File: config.mk
export PLATFORM = sky130hd
export DESIGN_NAME = qcl_sync_stable_capture
export DESIGN_NICKNAME = d
export VERILOG_FILES = /design/src/rtl/qcl_sync_stable_capture.sv
export SDC_FILE = /design/constraint.sdc
export NUM_CORES = 1
export LEC_CHECK = 0
export BUFFER_PORTS_ARGS = -buffer_cell sky130_fd_sc_hd__buf_2
export CAP_MARGIN = 20
export CORE_ASPECT_RATIO = 1.1
export CORE_MARGIN = 4
export CORE_UTILIZATION = 25
export CTS_CLUSTER_SIZE = 30
export DETAILED_ROUTE_END_ITERATION = 10
export PLACE_DENSITY_LB_ADDON = 0.08
export SYNTH_ARGS = -nofsm -noshare
export SYNTH_HDL_FRONTEND = slang
export SYNTH_SLANG_ARGS = --single-unit
export TNS_END_PERCENT = 10
File: constraint.sdc
create_clock -name clk_i -period 1.9 [get_ports clk_i]
set_clock_uncertainty 0.1 [all_clocks]
set_input_delay 0.095 -clock clk_i [delete_from_list [all_inputs] [get_ports clk_i]]
set_output_delay 0.095 -clock clk_i [all_outputs]
set_load 0.02 [all_outputs]
File: src/rtl/qcl_sync_stable_capture.sv
// Commits a synchronized multi-bit bus only after stable_cycles_p identical samples; valid/yumi output handshake.
// Latency: value first sampled at edge e0 appears on data_o/v_o after edge e0+stable_cycles_p-1.
// Backpressure: none upstream; an unconsumed value is overwritten by the next commit and overrun_o latches.
// Optional: define QCL_SYNC_STABLE_GRAY_CHECK_EN to flag multi-bit input changes on gray_err_o.
module qcl_sync_stable_capture #(
  parameter int                 width_p         = 8,
  parameter int                 stable_cycles_p = 3,
  parameter logic [width_p-1:0] reset_val_p     = '0
) (
  input  logic               clk_i,
  input  logic               reset_n_i,
  input  logic [width_p-1:0] data_i,
  output logic [width_p-1:0] data_o,
  output logic               v_o,
  input  logic               yumi_i,
  output logic               overrun_o,
  output logic               gray_err_o
);

  if (stable_cycles_p < 2) begin : g_bad_stable_cycles
    $error("qcl_sync_stable_capture: stable_cycles_p must be >= 2");
  end

  localparam int                cnt_w      = $clog2(stable_cycles_p + 1);
  localparam logic [cnt_w-1:0]  cnt_sat    = cnt_w'(stable_cycles_p);
  localparam logic [cnt_w-1:0]  cnt_commit = cnt_w'(stable_cycles_p - 1);
  localparam logic [cnt_w-1:0]  cnt_one    = cnt_w'(1);

  logic [width_p-1:0] cand_r;
  logic [cnt_w-1:0]   cnt_r;
  logic               same;
  logic               commit;

  assign same = (data_i == cand_r);
  // Returning to the already-committed value must not re-present it downstream.
  assign commit = same && (cnt_r == cnt_commit) && (cand_r != data_o);

  always_ff @(posedge clk_i) begin
    if (!reset_n_i) begin
      cand_r    <= reset_val_p;
      cnt_r     <= cnt_sat;
      data_o    <= reset_val_p;
      v_o       <= 1'b0;
      overrun_o <= 1'b0;
    end else begin
      if (!same) begin
        cand_r <= data_i;
        cnt_r  <= cnt_one;
      end else if (cnt_r < cnt_sat) begin
        cnt_r <= cnt_r + cnt_one;
      end

      if (commit) begin
        data_o <= cand_r;
        v_o    <= 1'b1;
        if (v_o && !yumi_i) begin
          overrun_o <= 1'b1;
        end
      end else if (v_o && yumi_i) begin
        v_o <= 1'b0;
      end
    end
  end

`ifdef QCL_SYNC_STABLE_GRAY_CHECK_EN
  logic [width_p-1:0] diff;
  logic               multi_bit;
  logic               gray_err_r;

  // More than one bit set iff clearing the lowest set bit leaves something.
  assign diff      = data_i ^ cand_r;
  assign multi_bit = ((diff & (diff - 1'b1)) != '0);

  always_ff @(posedge clk_i) begin
    if (!reset_n_i) begin
      gray_err_r <= 1'b0;
    end else if (multi_bit) begin
      gray_err_r <= 1'b1;
    end
  end

  assign gray_err_o = gray_err_r;
`else
  assign gray_err_o = 1'b0;
`endif

endmodule
Word-level counts from Yosys, hierarchy flattened
Index checks and enable logic that the tools add are counted.
{"block": "classes", "n_addsub": 1, "n_lt_le_gt_ge": 1, "eq_ne": 4, "muxes": 4, "n_reduce_logical": 8}
{"op": "equality test 8 bit", "count": 1}
{"op": "inequality test 8 bit", "count": 1}
{"op": "logical AND 1 bit", "count": 4}
{"op": "2-to-1 mux 2 bit", "count": 2}
{"op": "AND reduction 2 bit", "count": 2}
{"op": "adder 2 x 1 -> 2 bit, second input constant", "count": 1}
{"op": "equality test 2 bit, second input constant", "count": 1}
{"op": "< comparator 2 bit, second input constant", "count": 1}
{"op": "2-to-1 mux 1 bit", "count": 2}
{"op": "inequality test 2 x 1 -> 1 bit, second input constant", "count": 1}
{"op": "nonzero test 2 bit", "count": 1}
{"op": "zero test 1 bit", "count": 1}
{"block": "word_totals", "register_bits": 20, "output_inout_bits": 11}

Logic depth before layout (Yosys ltp)
{"block": "logic_depth", "word_depth": 4, "depth_mapped": 5, "mapped_depth_nobuf": 5}

Worst setup path after synthesis
OpenSTA, ideal clock, no wires.
{"block": "synth_timing", "path_kind": "reg-to-reg", "from": "reg cand_r[5]", "to": "reg data_o[0]", "setup_time_ps": 72, "arrival_ps": 1357, "required_ps": 1728, "path_slack_ps": 372, "path_stages_with_launch": 6, "synth_period_minus_slack_ps": 1528, "path_cell_list": "dfxtp_1 xor2_1 nor4_2 o2111a_1 buf_6 mux2i_1"}
{"block": "synth_between", "elab_chain_len": 3, "elab_cells_between_ends": 4, "cone_classes": "eq/ne: 2; reduce/logical: 2"}
{"item": "start, declared", "line_no": "29", "source": "logic [width_p-1:0] cand_r;"}
{"item": "start signal, assigned", "line_no": "40", "source": "cand_r <= reset_val_p;"}
{"item": "start signal, assigned", "line_no": "47", "source": "cand_r <= data_i;"}
{"item": "equality test 8 bit", "line_no": "34", "source": "assign same = (data_i == cand_r);"}
{"item": "logical AND 1 bit", "line_no": "36", "source": "assign commit = same && (cnt_r == cnt_commit) && (cand_r != data_o);"}
{"item": "logical AND 1 bit (*)", "line_no": "36"}
{"item": "end signal, assigned", "line_no": "42", "source": "data_o <= reset_val_p;"}
{"item": "end signal, assigned", "line_no": "54", "source": "data_o <= cand_r;"}
{"item": "end, declared", "line_no": "13", "source": "output logic [width_p-1:0] data_o,"}
Mark *: on every way between the ends. The rest lies on a longest branch, timed or not.
A chain may end at the register's enable or synchronous reset.

Final worst setup path
{"block": "layout_timing", "from": "in data_i[1]", "to": "reg data_o[4]"}
{"block": "layout_between", "elab_chain_len": 3}
{"item": "start, declared", "line_no": "12", "source": "input logic [width_p-1:0] data_i,"}
{"item": "equality test 8 bit", "line_no": "34"}
{"item": "logical AND 1 bit (2 in a row)", "line_no": "36"}
Every way passes these cells.

==> flow_summary.json <==
{
  "status": "finished, final reports clean",
  "cts_tree": "done",
  "vias": 684,
  "port_buffers": 20,
  "yosysMostFrequentCell": "dfxtp_1",
  "instances_no_fill": 170,
  "hold_depth": 2,
  "r2r_slack_ns": 0.18,
  "yosysTopAreaCellShare_pct": 44.3,
  "path_max_fanout": 6,
  "ys_warn_count": 0,
  "reg2reg_to": "data_o[4]",
  "synthTopCellsByCount": "20 x dfxtp_1, 18 x nand2_1, 9 x and2_1, 9 x xor2_1",
  "dieHeight_um": 71.0,
  "synthTopCellsByArea": "dfxtp_1 44%, mux2i_1 8.9%, xor2_1 8.7%",
  "ys_async_sr_fraction_pct": 0,
  "die_x_um": 65.3,
  "ys_seq_elements": 20,
  "cts-root-buf": "clkbuf_4",
  "worstPathRequired_ns": 2.03,
  "setup_viol": 0,
  "ys_types": 20,
  "io_pins": 22,
  "final_antenna_net_count": 0,
  "clock_latency_ns": 0.30,
  "cts_setup_buffers": 0,
  "fp-row-count": 22,
  "ff2ff_path_depth": 5,
  "r2r_start": "cand_r[1]",
  "rsz0062_at_grt": "false",
  "hpwlAfterDp_um": 1360,
  "drc_errors": 0,
  "fin_crit_sh_pct": 93.8,
  "ir_worst_vdd_mv": 0.373,
  "setup_tns_ns": 0,
  "min_period_ns": 1.78,
  "cap_violations": 0,
  "worst_setup_path_start_kind": "input pin",
  "grt_pass1_vias": 692,
  "syn_area_um2": 903,
  "drtIter0Drc": 12,
  "grt_pass1_wl_um": 2970,
  "finalPower_uw": 766,
  "synthFlopType": "dfxtp_1",
  "ys_seq_area_share_pct": 44.3,
  "path_class": "in2reg",
  "hold_viol": 0,
  "grt_max_degree": 30,
  "grt_antenna_before_repair": 0,
  "grt.total_usage_pct": 8.37,
  "syn_inst": 92,
  "grt_overflow": 0,
  "coreArea_um2": 3410,
  "clockBufferDepth": 2,
  "htreeDepth": 1,
  "clkTransAtPathRegs_ns": 0.11,
  "fillers": 370,
  "syn_nets": 105,
  "yosys.area.top_type": "dfxtp_1",
  "finalMaxSlewViolations": 0,
  "leakagePower_uw": 0.000490,
  "endpoint_kind": "flop",
  "gp_congestion": 0.652,
  "fmax_mhz": 561,
  "wl_um": 1790,
  "drt-pass1-iter-count": 4,
  "power.density_nw_per_um2": 652,
  "fin_nets": 136,
  "min_from": "reset_n_i",
  "die_area_um2": 4640,
  "start_util_pct": 26.5,
  "clock-sinks": 20,
  "postSynthAreaPerCell_um2": 9.82,
  "syn_to_final_growth_pct": 30.1,
  "synth-edff-count": 0,
  "hold_path.class": "in2reg",
  "numPlacedInstances": 157,
  "viasPerCell": 4.02,
  "num_antenna_cells": 0,
  "cts_inserted_buffers": 3,
  "hold_end": "cnt_r[1]",
  "wl_per_cell_um": 10.5,
  "cp.arrival_ns": 1.91,
  "final_layout_size_suffix_gt1_share_pct": 23.0
}
-- layer usage --
layer / share of wire [%] / wire, um / track usage, %
met1: 47 / 832 / 9.70
met2: 47 / 838 / 13.7
met3: 5.3 / 95 / 4.13
met4: 1.1 / 19 / 2.07
met5: 0 / 0 / 0
-- cells in the final DEF, fill, tap and decap left out, drive strengths merged, types with 2 or more instances in the layout --
| cell type | n |
|---|---|
| buf | 22 |
| dfxtp | 20 |
| nand2 | 18 |
| xor2 | 9 |
| and2 | 9 |
| dlygate4sd3 | 9 |
| xnor2 | 8 |
| mux2i | 8 |
| clkbuf | 4 |
| nand4 | 3 |
| nor4 | 2 |
| ha | 2 |
-- worst max path at each step --
stage                   start   endpoint  slack, ns  cells past startpoint
detailed placement  cand_r[1]  data_o[4]       0.19                      5
global placement    cand_r[1]  data_o[5]       0.20                      5
finish              data_i[1]  data_o[4]       0.12                      7
global route        data_i[1]  data_o[0]       0.02                      7
floorplan           cand_r[5]  data_o[0]       0.37                      5
CTS                 data_i[1]  data_o[7]       0.11                      7
-- state kept, by name, indices dropped and copies added, names as in the netlist --
register   count
v_o            1
overrun_o      1
cand_r         8
data_o         8
cnt_r          2
-- stage by stage --
stage	cell area (um2)	worst slack, ns	util (%)	hold WS (ns)
after floorplan	903	0.372	-	0.117
final	1170	0.118	34.4	0.0849
after CTS	1170	0.109	34.4	0.0801
after global placement	1050	0.202	30.7	0.226
after global routing	1170	0.0202	34.4	0.104
after detailed placement	1050	0.190	30.7	0.230
-- power breakdown --
part / total (uW) / internal [uW] / switching (uW)
logic: 79.1 / 42.5 / 36.7
registers: 440 / 430 / 10.8
clock network: 246 / 117 / 130
-- worst max-delay path, stage by stage --
cell	delay (ns)
dlygate4sd3_1	0.53
buf_2	0.13
xor2_1	0.15
nor4_2	0.39
o2111a_1	0.26
buf_4	0.17
mux2i_1	0.19
-- what timing repair did --
item	in CTS	in global routing
hold buffers	9	0
resized for setup	0	0
endpoints found under the hold margin	9	0
-- kinds of logic after synthesis --
| kind of cell | share of synthesized area (%) |
|---|---|
| compound gates | 3.60 |
| xor+xnor | 16.5 |
| fa+ha+maj | 2.77 |
| buf+inv | 3.74 |
| flops | 44.3 |
| mux | 8.86 |
| other cells | 0.415 |
| simple gates | 19.8 |
-- area by class of cell --
cell class	count	area (um2)	share of cell area (%)
well taps	48	60.1	5.11
multi-input cells	66	469	39.9
inverters	1	3.75	0.319
flip-flops and latches	20	400	34.1
repair buffers	31	205	17.5
clock buffers	4	36.3	3.09
Power figures use the tool's default switching activity.
